===== config.mk =====
export PLATFORM = sky130hd
export DESIGN_NAME = riscv_mem_arbiter
export DESIGN_NICKNAME = d
export VERILOG_FILES = /design/src/rtl/riscv_pkg.sv /design/src/rtl/riscv_memarb_wdog.sv /design/src/rtl/riscv_mem_arbiter.sv
export SDC_FILE = /design/constraint.sdc
export NUM_CORES = 1
export LEC_CHECK = 0
export CORE_AREA = 10 10 268 270
export CTS_BUF_LIST = sky130_fd_sc_hd__clkbuf_16
export CTS_CLUSTER_DIAMETER = 60
export DETAILED_ROUTE_END_ITERATION = 8
export DIE_AREA = 0 0 278 280
export GPL_TIMING_DRIVEN = 0
export HOLD_SLACK_MARGIN = 0.12
export PLACE_DENSITY_LB_ADDON = 0.25
export SKIP_CTS_REPAIR_TIMING = 1
export SYNTH_ARGS = -nofsm -noshare
export SYNTH_HDL_FRONTEND = slang
export SYNTH_SLANG_ARGS = --single-unit

===== constraint.sdc =====
create_clock -name i_riscv_memarb_clk -period 1.8 [get_ports i_riscv_memarb_clk]
set_input_delay 0.36 -clock i_riscv_memarb_clk [delete_from_list [all_inputs] [get_ports i_riscv_memarb_clk]]
set_output_delay 0.36 -clock i_riscv_memarb_clk [all_outputs]
set_load 0.02 [all_outputs]

===== src/rtl/riscv_pkg.sv =====
// Shared constants and types for the memory-side blocks of the RISC-V core.
// Line geometry, arbiter state encoding and watchdog sizing live here.
package riscv_pkg;

    localparam int LINE_WIDTH      = 128;
    localparam int LINE_ADDR_WIDTH = 23;
    localparam int MEMARB_TIMEOUT  = 1024;

    typedef enum logic [1:0] {
        MEMARB_IDLE    = 2'd0,
        MEMARB_DC_XFER = 2'd1,
        MEMARB_IC_XFER = 2'd2
    } memarb_state_e;

    // Side that wins the next contested grant.
    typedef enum logic {
        RR_DC = 1'b0,
        RR_IC = 1'b1
    } memarb_side_e;

    // Counter width able to hold TIMEOUT-1, never narrower than one bit.
    function automatic int wdog_width(input int timeout);
        return (timeout > 2) ? $clog2(timeout) : 1;
    endfunction

endpackage


===== src/rtl/riscv_memarb_wdog.sv =====
// Transfer watchdog: saturating cycle counter plus a sticky error flag.
// The owner decides when the counter is at its limit and drives hit.
module riscv_memarb_wdog #(
    parameter int CW = 10
) (
    input  logic          i_riscv_memarb_clk,
    input  logic          i_riscv_memarb_rst_n,
    input  logic          clr,
    input  logic          en,
    input  logic          hit,
    output logic [CW-1:0] count,
    output logic          flag
);

    logic [CW-1:0] count_reg;
    logic          flag_reg;

    always_ff @(posedge i_riscv_memarb_clk or negedge i_riscv_memarb_rst_n) begin
        if (!i_riscv_memarb_rst_n) begin
            count_reg <= '0;
            flag_reg  <= 1'b0;
        end else begin
            // Holding at the limit keeps hit asserted for a stalled transfer.
            if (clr)
                count_reg <= '0;
            else if (en && !hit)
                count_reg <= count_reg + CW'(1);
            if (en && hit)
                flag_reg <= 1'b1;
        end
    end

    assign count = count_reg;
    assign flag  = flag_reg;

endmodule


===== src/rtl/riscv_mem_arbiter.sv =====
// Shares the single DDR line port between icache refills and dcache refill/write-back.
// One transaction in flight, round-robin with a write-back lock, plus a stall watchdog.
module riscv_mem_arbiter
    import riscv_pkg::*;
#(
    parameter int DATA_WIDTH = LINE_WIDTH,
    parameter int S_ADDR     = LINE_ADDR_WIDTH,
    parameter int TIMEOUT    = MEMARB_TIMEOUT
) (
    input  logic                  i_riscv_memarb_clk,
    input  logic                  i_riscv_memarb_rst_n,
    input  logic                  i_riscv_memarb_dc_rden,
    input  logic                  i_riscv_memarb_dc_wren,
    input  logic [S_ADDR-1:0]     i_riscv_memarb_dc_addr,
    input  logic [DATA_WIDTH-1:0] i_riscv_memarb_dc_wdata,
    output logic                  o_riscv_memarb_dc_ready,
    output logic [DATA_WIDTH-1:0] o_riscv_memarb_dc_rdata,
    input  logic                  i_riscv_memarb_ic_rden,
    input  logic [S_ADDR-1:0]     i_riscv_memarb_ic_addr,
    output logic                  o_riscv_memarb_ic_ready,
    output logic [DATA_WIDTH-1:0] o_riscv_memarb_ic_rdata,
    output logic                  o_riscv_memarb_mem_rden,
    output logic                  o_riscv_memarb_mem_wren,
    output logic [S_ADDR-1:0]     o_riscv_memarb_mem_addr,
    output logic [DATA_WIDTH-1:0] o_riscv_memarb_mem_wdata,
    input  logic                  i_riscv_memarb_mem_ready,
    input  logic [DATA_WIDTH-1:0] i_riscv_memarb_mem_rdata,
    output logic                  o_riscv_memarb_timeout
);

    localparam int CW = wdog_width(TIMEOUT);

    memarb_state_e         state_reg, state_next;
    memarb_side_e          rr_reg;
    logic                  lock_reg;
    logic                  mem_rden_reg, mem_wren_reg;
    logic [S_ADDR-1:0]     mem_addr_reg;
    logic [DATA_WIDTH-1:0] mem_wdata_reg;

    logic          dc_req, grant_dc, grant_ic, xfer, done;
    logic [CW-1:0] wdog_count;
    logic          wdog_hit, wdog_flag;

    assign dc_req = i_riscv_memarb_dc_rden | i_riscv_memarb_dc_wren;
    assign xfer   = (state_reg != MEMARB_IDLE);
    assign done   = xfer & i_riscv_memarb_mem_ready;

    // A pending write-back lock outranks the round-robin pointer for the refill.
    always_comb begin
        grant_dc = 1'b0;
        grant_ic = 1'b0;
        if (state_reg == MEMARB_IDLE) begin
            if (lock_reg && i_riscv_memarb_dc_rden)
                grant_dc = 1'b1;
            else if (dc_req && i_riscv_memarb_ic_rden) begin
                if (rr_reg == RR_DC)
                    grant_dc = 1'b1;
                else
                    grant_ic = 1'b1;
            end else if (dc_req)
                grant_dc = 1'b1;
            else if (i_riscv_memarb_ic_rden)
                grant_ic = 1'b1;
        end
    end

    always_ff @(posedge i_riscv_memarb_clk or negedge i_riscv_memarb_rst_n) begin
        if (!i_riscv_memarb_rst_n)
            state_reg <= MEMARB_IDLE;
        else
            state_reg <= state_next;
    end

    always_comb begin
        state_next = state_reg;
        case (state_reg)
            MEMARB_IDLE: begin
                if (grant_dc)
                    state_next = MEMARB_DC_XFER;
                else if (grant_ic)
                    state_next = MEMARB_IC_XFER;
            end
            MEMARB_DC_XFER, MEMARB_IC_XFER: begin
                if (i_riscv_memarb_mem_ready)
                    state_next = MEMARB_IDLE;
            end
            default: state_next = MEMARB_IDLE;
        endcase
    end

    always_comb begin
        o_riscv_memarb_dc_ready = 1'b0;
        o_riscv_memarb_dc_rdata = '0;
        o_riscv_memarb_ic_ready = 1'b0;
        o_riscv_memarb_ic_rdata = '0;
        if (state_reg == MEMARB_DC_XFER) begin
            o_riscv_memarb_dc_ready = i_riscv_memarb_mem_ready;
            o_riscv_memarb_dc_rdata = i_riscv_memarb_mem_rdata;
        end
        if (state_reg == MEMARB_IC_XFER) begin
            o_riscv_memarb_ic_ready = i_riscv_memarb_mem_ready;
            o_riscv_memarb_ic_rdata = i_riscv_memarb_mem_rdata;
        end
    end

    // Request fields are captured once at grant; the requester is not re-sampled mid-transfer.
    always_ff @(posedge i_riscv_memarb_clk or negedge i_riscv_memarb_rst_n) begin
        if (!i_riscv_memarb_rst_n) begin
            rr_reg        <= RR_DC;
            lock_reg      <= 1'b0;
            mem_rden_reg  <= 1'b0;
            mem_wren_reg  <= 1'b0;
            mem_addr_reg  <= '0;
            mem_wdata_reg <= '0;
        end else if (grant_dc) begin
            rr_reg        <= RR_IC;
            lock_reg      <= 1'b0;
            mem_rden_reg  <= ~i_riscv_memarb_dc_wren;
            mem_wren_reg  <= i_riscv_memarb_dc_wren;
            mem_addr_reg  <= i_riscv_memarb_dc_addr;
            mem_wdata_reg <= i_riscv_memarb_dc_wdata;
        end else if (grant_ic) begin
            rr_reg        <= RR_DC;
            lock_reg      <= 1'b0;
            mem_rden_reg  <= 1'b1;
            mem_wren_reg  <= 1'b0;
            mem_addr_reg  <= i_riscv_memarb_ic_addr;
            mem_wdata_reg <= '0;
        end else if (done) begin
            mem_rden_reg  <= 1'b0;
            mem_wren_reg  <= 1'b0;
            lock_reg      <= (state_reg == MEMARB_DC_XFER) & mem_wren_reg;
        end
    end

    assign o_riscv_memarb_mem_rden  = mem_rden_reg;
    assign o_riscv_memarb_mem_wren  = mem_wren_reg;
    assign o_riscv_memarb_mem_addr  = mem_addr_reg;
    assign o_riscv_memarb_mem_wdata = mem_wdata_reg;

    assign wdog_hit = (wdog_count == CW'(TIMEOUT - 1));

    riscv_memarb_wdog #(
        .CW (CW)
    ) u_wdog (
        .i_riscv_memarb_clk   (i_riscv_memarb_clk),
        .i_riscv_memarb_rst_n (i_riscv_memarb_rst_n),
        .clr                  (grant_dc | grant_ic),
        .en                   (xfer & ~i_riscv_memarb_mem_ready),
        .hit                  (wdog_hit),
        .count                (wdog_count),
        .flag                 (wdog_flag)
    );

    assign o_riscv_memarb_timeout = wdog_flag;

endmodule


Word level (Yosys, flattened, before mapping)

Index checks and enable logic that the tools add are counted.

Input bits: 308
Output and inout bits: 412
Word-level logic and storage cells: 69
Bits in registers: 168

Reductions and logical operators: 12
$add $sub $neg: 1
Muxes and demuxes: 35
Bitwise logic cells: 7
Equal/unequal tests: 5

Operators by type and width:

| cell                                                             | number |
|---|---|
| 128-bit 2-to-1 mux                                               | 4 |
| 23-bit 2-to-1 mux                                                | 2 |
| 1-bit 2-to-1 mux                                                 | 23 |
| 10-bit 2-to-1 mux                                                | 2 |
| 10-bit by 1-bit adder with 10-bit output (second input constant) | 1 |
| 10-bit == test (second input constant)                           | 1 |
| 2-bit 2-to-1 mux                                                 | 3 |
| 2-bit nonzero test                                               | 3 |
| 1-bit logical AND                                                | 4 |
| 2-bit case mux with 2 select lines                               | 1 |
| 1-bit AND                                                        | 3 |
| 3-bit != test (second input constant)                            | 1 |
| 3-bit nonzero test                                               | 1 |
| 2-bit by 1-bit == test with 1-bit output (second input constant) | 1 |
| 2-bit == test (second input constant)                            | 1 |
| 2-bit logical NOT                                                | 1 |
| 2-bit != test (second input constant)                            | 1 |
| 1-bit inverter                                                   | 2 |
| 1-bit bitwise OR                                                 | 2 |
| 2-bit AND reduction                                              | 1 |
| 2-bit OR reduction                                               | 1 |
| 1-bit logical NOT                                                | 1 |

Logic depth before layout (Yosys ltp)

Depth after elaboration: 8
Depth in mapped cells: 9
Gate-level depth less buffers: 6

Modules after synthesis

A second synthesis with hierarchy kept.

Cells, all modules: 797
Area, all modules: 8,429.3 um^2

By module, submodules not included:

| module            | seq. area each (um^2) | times used | area each (um^2) | cells each |
|---|---|---|---|---|
| riscv_mem_arbiter | 3,928.8               | 1          | 7,881.3          | 745 |
| riscv_memarb_wdog | 275.3                 | 1          | 548.0            | 52 |

Least setup slack after synthesis

No wires, ideal clock.

Path kind: register to register
Start: reg state_reg[0]
End: reg mem_wdata_reg[15], in the netlist o_riscv_memarb_mem_wdata[15]
Cell stages (with the launch flop): 10
Setup slack: 0.011 ns
Library setup time: 0.077 ns
Data required time: 1.723 ns
Arrival time: 1.712 ns
Buffers on the path: 3
Period minus slack after synthesis: 1.789 ns
Cells stage by stage: dfrtp_1 inv_1 ha_1 inv_1 a211oi_4 buf_4 buf_6 buf_6 nand2_1 o21ai_1

Word-level cells in the longest chain between the ends: 3
Elaborated cells on any way between the ends: 5
Classes of those cells: mux: 3; reduce/logical: 2

Ends and longest elaborated chain:

| what                                                     | line                     | text |
|---|---|---|
| from (decl)                                              | riscv_mem_arbiter.sv:33  | `memarb_state_e state_reg, state_next;` |
| from (signal assigned)                                   | riscv_mem_arbiter.sv:71  | `state_reg <= state_next;` |
| 2-bit logical NOT *                                      | riscv_mem_arbiter.sv:52  | `if (state_reg == MEMARB_IDLE) begin` |
| 1-bit 2-to-1 mux                                         | riscv_mem_arbiter.sv:52  |  |
| 128-bit 2-to-1 mux or 2-bit nonzero test (tied branches) | n/a                      |  |
| to (signal assigned)                                     | riscv_mem_arbiter.sv:121 | `mem_wdata_reg <= i_riscv_memarb_dc_wdata;` |
| to (decl)                                                | riscv_mem_arbiter.sv:38  | `logic [DATA_WIDTH-1:0] mem_wdata_reg;` |

Mark *: on every way between the ends. The rest lies on a longest branch, timed or not.
A chain may end at the register's enable or synchronous reset.

Worst setup path in the final report

Start: reg state_reg[0]
End: out o_riscv_memarb_ic_rdata[99]

Word-level cells in the longest chain between the ends: 2

Ends and longest elaborated chain:

| what               | line                     | text |
|---|---|---|
| 2-bit == test      | riscv_mem_arbiter.sv:100 | `if (state_reg == MEMARB_IC_XFER) begin` |
| 128-bit 2-to-1 mux | riscv_mem_arbiter.sv:100 |  |
| to (decl)          | riscv_mem_arbiter.sv:21  | `output logic [DATA_WIDTH-1:0] o_riscv_memarb_ic_rdata,` |

Every way passes these cells.

==> out/results.txt <==
Worst path slowest cell: dfrtp_1
Critical Path Source Type: flip-flop
Drt first pass iters: 4
IR drop worst, VDD: 0.000637 V
GRT Residual Overflow: 0
Detailed placement HPWL: 61.7 mm
DRC: 0
Synth Warn #: 0
Standard-cell rows: 95
IO buf count: 719
Largest net degree at the start of global routing: 98
Initial Util: 13.0%
Die Ht: 280 um
CTS tree: yes
Worst path required time: 1.44 ns
Layout cells sized above 1: 20.7%
Largest register FFs: 128
CP Capture Type: output pin
Placeable core region: 66,600 sq um
Fmax: 0.448 GHz
Synth-to-Final Area Change: 103%
Crit-path cells: inv_2, ha_4, buf_12, buf_4, and2_1, clkbuf_2
CTS root buf: clkbuf_16
Status: complete, but fails checks
Buf+Inv Stages, Crit Path: 4
Net Count, Synth: 1,346
Largest delay share family, worst path: buffers and inverters
IO Pins: 720
Net count, final: 2,093
Max incr delay on CP: 0.44 ns
Routed Antenna Nets: 0
Pins over their slew limit: 0
Cell taking the most area after synthesis: dfrtp_1
Crit Path Max Fanout: 10
Lkg Pwr: 8.40 nW
Global-route wire length before repair: 95.7 mm
Final Setup Violations: 499
DRT iter0 DRCs: 472
Clock-pin slew of the registers on the worst-case setup and hold paths: 0.08 ns
Overall Global Routing Usage: 17.7%
Post-synth top area share: 48.6%
Main synth FF type: dfrtp_1
Worst skew pair latency: 0.46 ns
Wire per inst: 26.9 um
# clock sinks: 168
Slew HR: 59.3%
Syn Area/Cell: 8.37 sq um
H-tree lvl count: 4
Final min period: 2.23 ns
Mapped cell area: 8650 sq um
HP Class: in -> reg
Final WS setup: -0.434 ns
Worst Skew: 0.0188 ns
Via density: 3.88
PwrDens: 1600 nW/um^2
Routed WL: 71.9 mm
Maximum clock path buffer count: 2
Crit path DAT: 1.87 ns
RePlAce Congestion: 0.933
Synth cell count leaders: nand2_1 (313), and2_1 (259), dfrtp_1 (168)
Max-cap violations: 0
Area post-placement: 17,000 sq um
Vias in the first global route: 10,900
Total CTS buffers: 17
Crit path kind: reg -> out
Most common cell in the synthesized netlist: nand2_1
Least-Margin Pin Slew: 0.610 ns
Synth unique cells: 41
Post-synth EDFFs: 0
RSZ-0062 raised after global routing: yes
Vias post-DR: 10,400
Post-synth ARST share: 100%
Tcrit/Tclk final: 124%
Failing checks: negative setup slack
Die W: 278 um
Seq cells post-synth: 168
Synth top area cells: dfrtp_1 (49%), and2_1 (19%), nand2_1 (14%)
Syn Inst Count: 1,034
Post-Layout Inst Area: 17,600 sq um
Antenna violations before repair: 12
Final Hold Viols: 0
Final core area utilization: 26.4%
Die ar.: 77,800 sq um
Sequential fraction of the synthesis area: 48.6%
[power by group]
part	internal [W]	total [W]	switching [W]
combinational	0.00760	0.0182	0.0106
clock	0.00194	0.00371	0.00177
sequential	0.00535	0.00623	0.000883
[cell usage in the layout (no fill, tap or decap), drive strengths merged, types with 3 or more instances in the layout]
cell type,Yosys,layout
a21oi,3,3
a22oi,24,24
and2,259,259
and4,3,3
buf,20,166
clkbuf,58,156
clkdlybuf4s50,0,460
clkinv,0,5
dfrtp,168,168
dlymetal6s2s,0,40
ha,4,4
inv,4,12
nand2,313,313
nand3,3,3
nor2,7,7
o211ai,5,5
o21ai,137,137
[kinds of logic (layout without fill, tap and decap cells)]
logic type / after synthesis / after routing / synth area share (%)
simple gates: 595 / 595 / 33.8
compound gates: 182 / 182 / 12.0
flops: 168 / 168 / 48.6
buf+inv: 82 / 842 / 4.71
fa+ha+maj: 4 / 4 / 0.578
xor+xnor: 2 / 2 / 0.202
mux: 1 / 1 / 0.116
other cells: 0 / 2 / 0
[cell type report]
type,count,area (sq um)
clock inverters,15,141
clock buffers,17,425
repair buffers,728,6890
flip-flops and latches,168,4200
diodes,2,5.00
well taps,873,1090
fillers,7250,49000
plain buffers,78,666
inverters,4,15.0
multi-input cells,784,4150
[tightest hold or removal path, delay by kind of cell]
family | cells | cell delay, ns
buf+inv | 1 | 0.40
simple gates | 1 | 0.05
compound gates | 1 | 0.05
[routing by layer]
layer | routed length (um) | GRT usage [%]
met3 | 5580 | 6.29
met5 | 121 | 0
met1 | 22600 | 15.8
met2 | 39000 | 35.0
met4 | 4650 | 7.40
[worst paths after layout]
path                                             startpoint                            end  slack, ns  depth (start not counted)
worst max-delay path                           state_reg[0]    o_riscv_memarb_ic_rdata[99]      -0.43                          6
worst max register to register                 state_reg[0]   o_riscv_memarb_mem_wdata[43]      -0.35                          7
max in group asynchronous              i_riscv_memarb_rst_n  o_riscv_memarb_mem_wdata[119]       0.35                          3
worst min-delay path            i_riscv_memarb_dc_wdata[85]   o_riscv_memarb_mem_wdata[85]       0.43                          3
worst min register to register                  u_wdog.flag                    u_wdog.flag       0.49                          1
min in group asynchronous              i_riscv_memarb_rst_n    o_riscv_memarb_mem_addr[21]       0.47                          2
[through the flow]
step	TNS [ns]	hold WS, ns	setup slack, ns	instances	total power [W]
4_1_cts	-576.37	-0.117	-1.89	2659	0.0283
6_report	-127.76	0.430	-0.434	2669	0.0282
5_1_grt	-183.25	0.410	-0.527	2667	0.0299
2_1_floorplan	0	0.0644	0.0112	1034	0.0145
3_5_place_dp	-454.15	0.396	-1.49	2627	0.0243
3_3_place_gp	-1695.33	0.475	-7.46	2626	0.0243
Note: power is estimated with default switching activity, not from simulation.
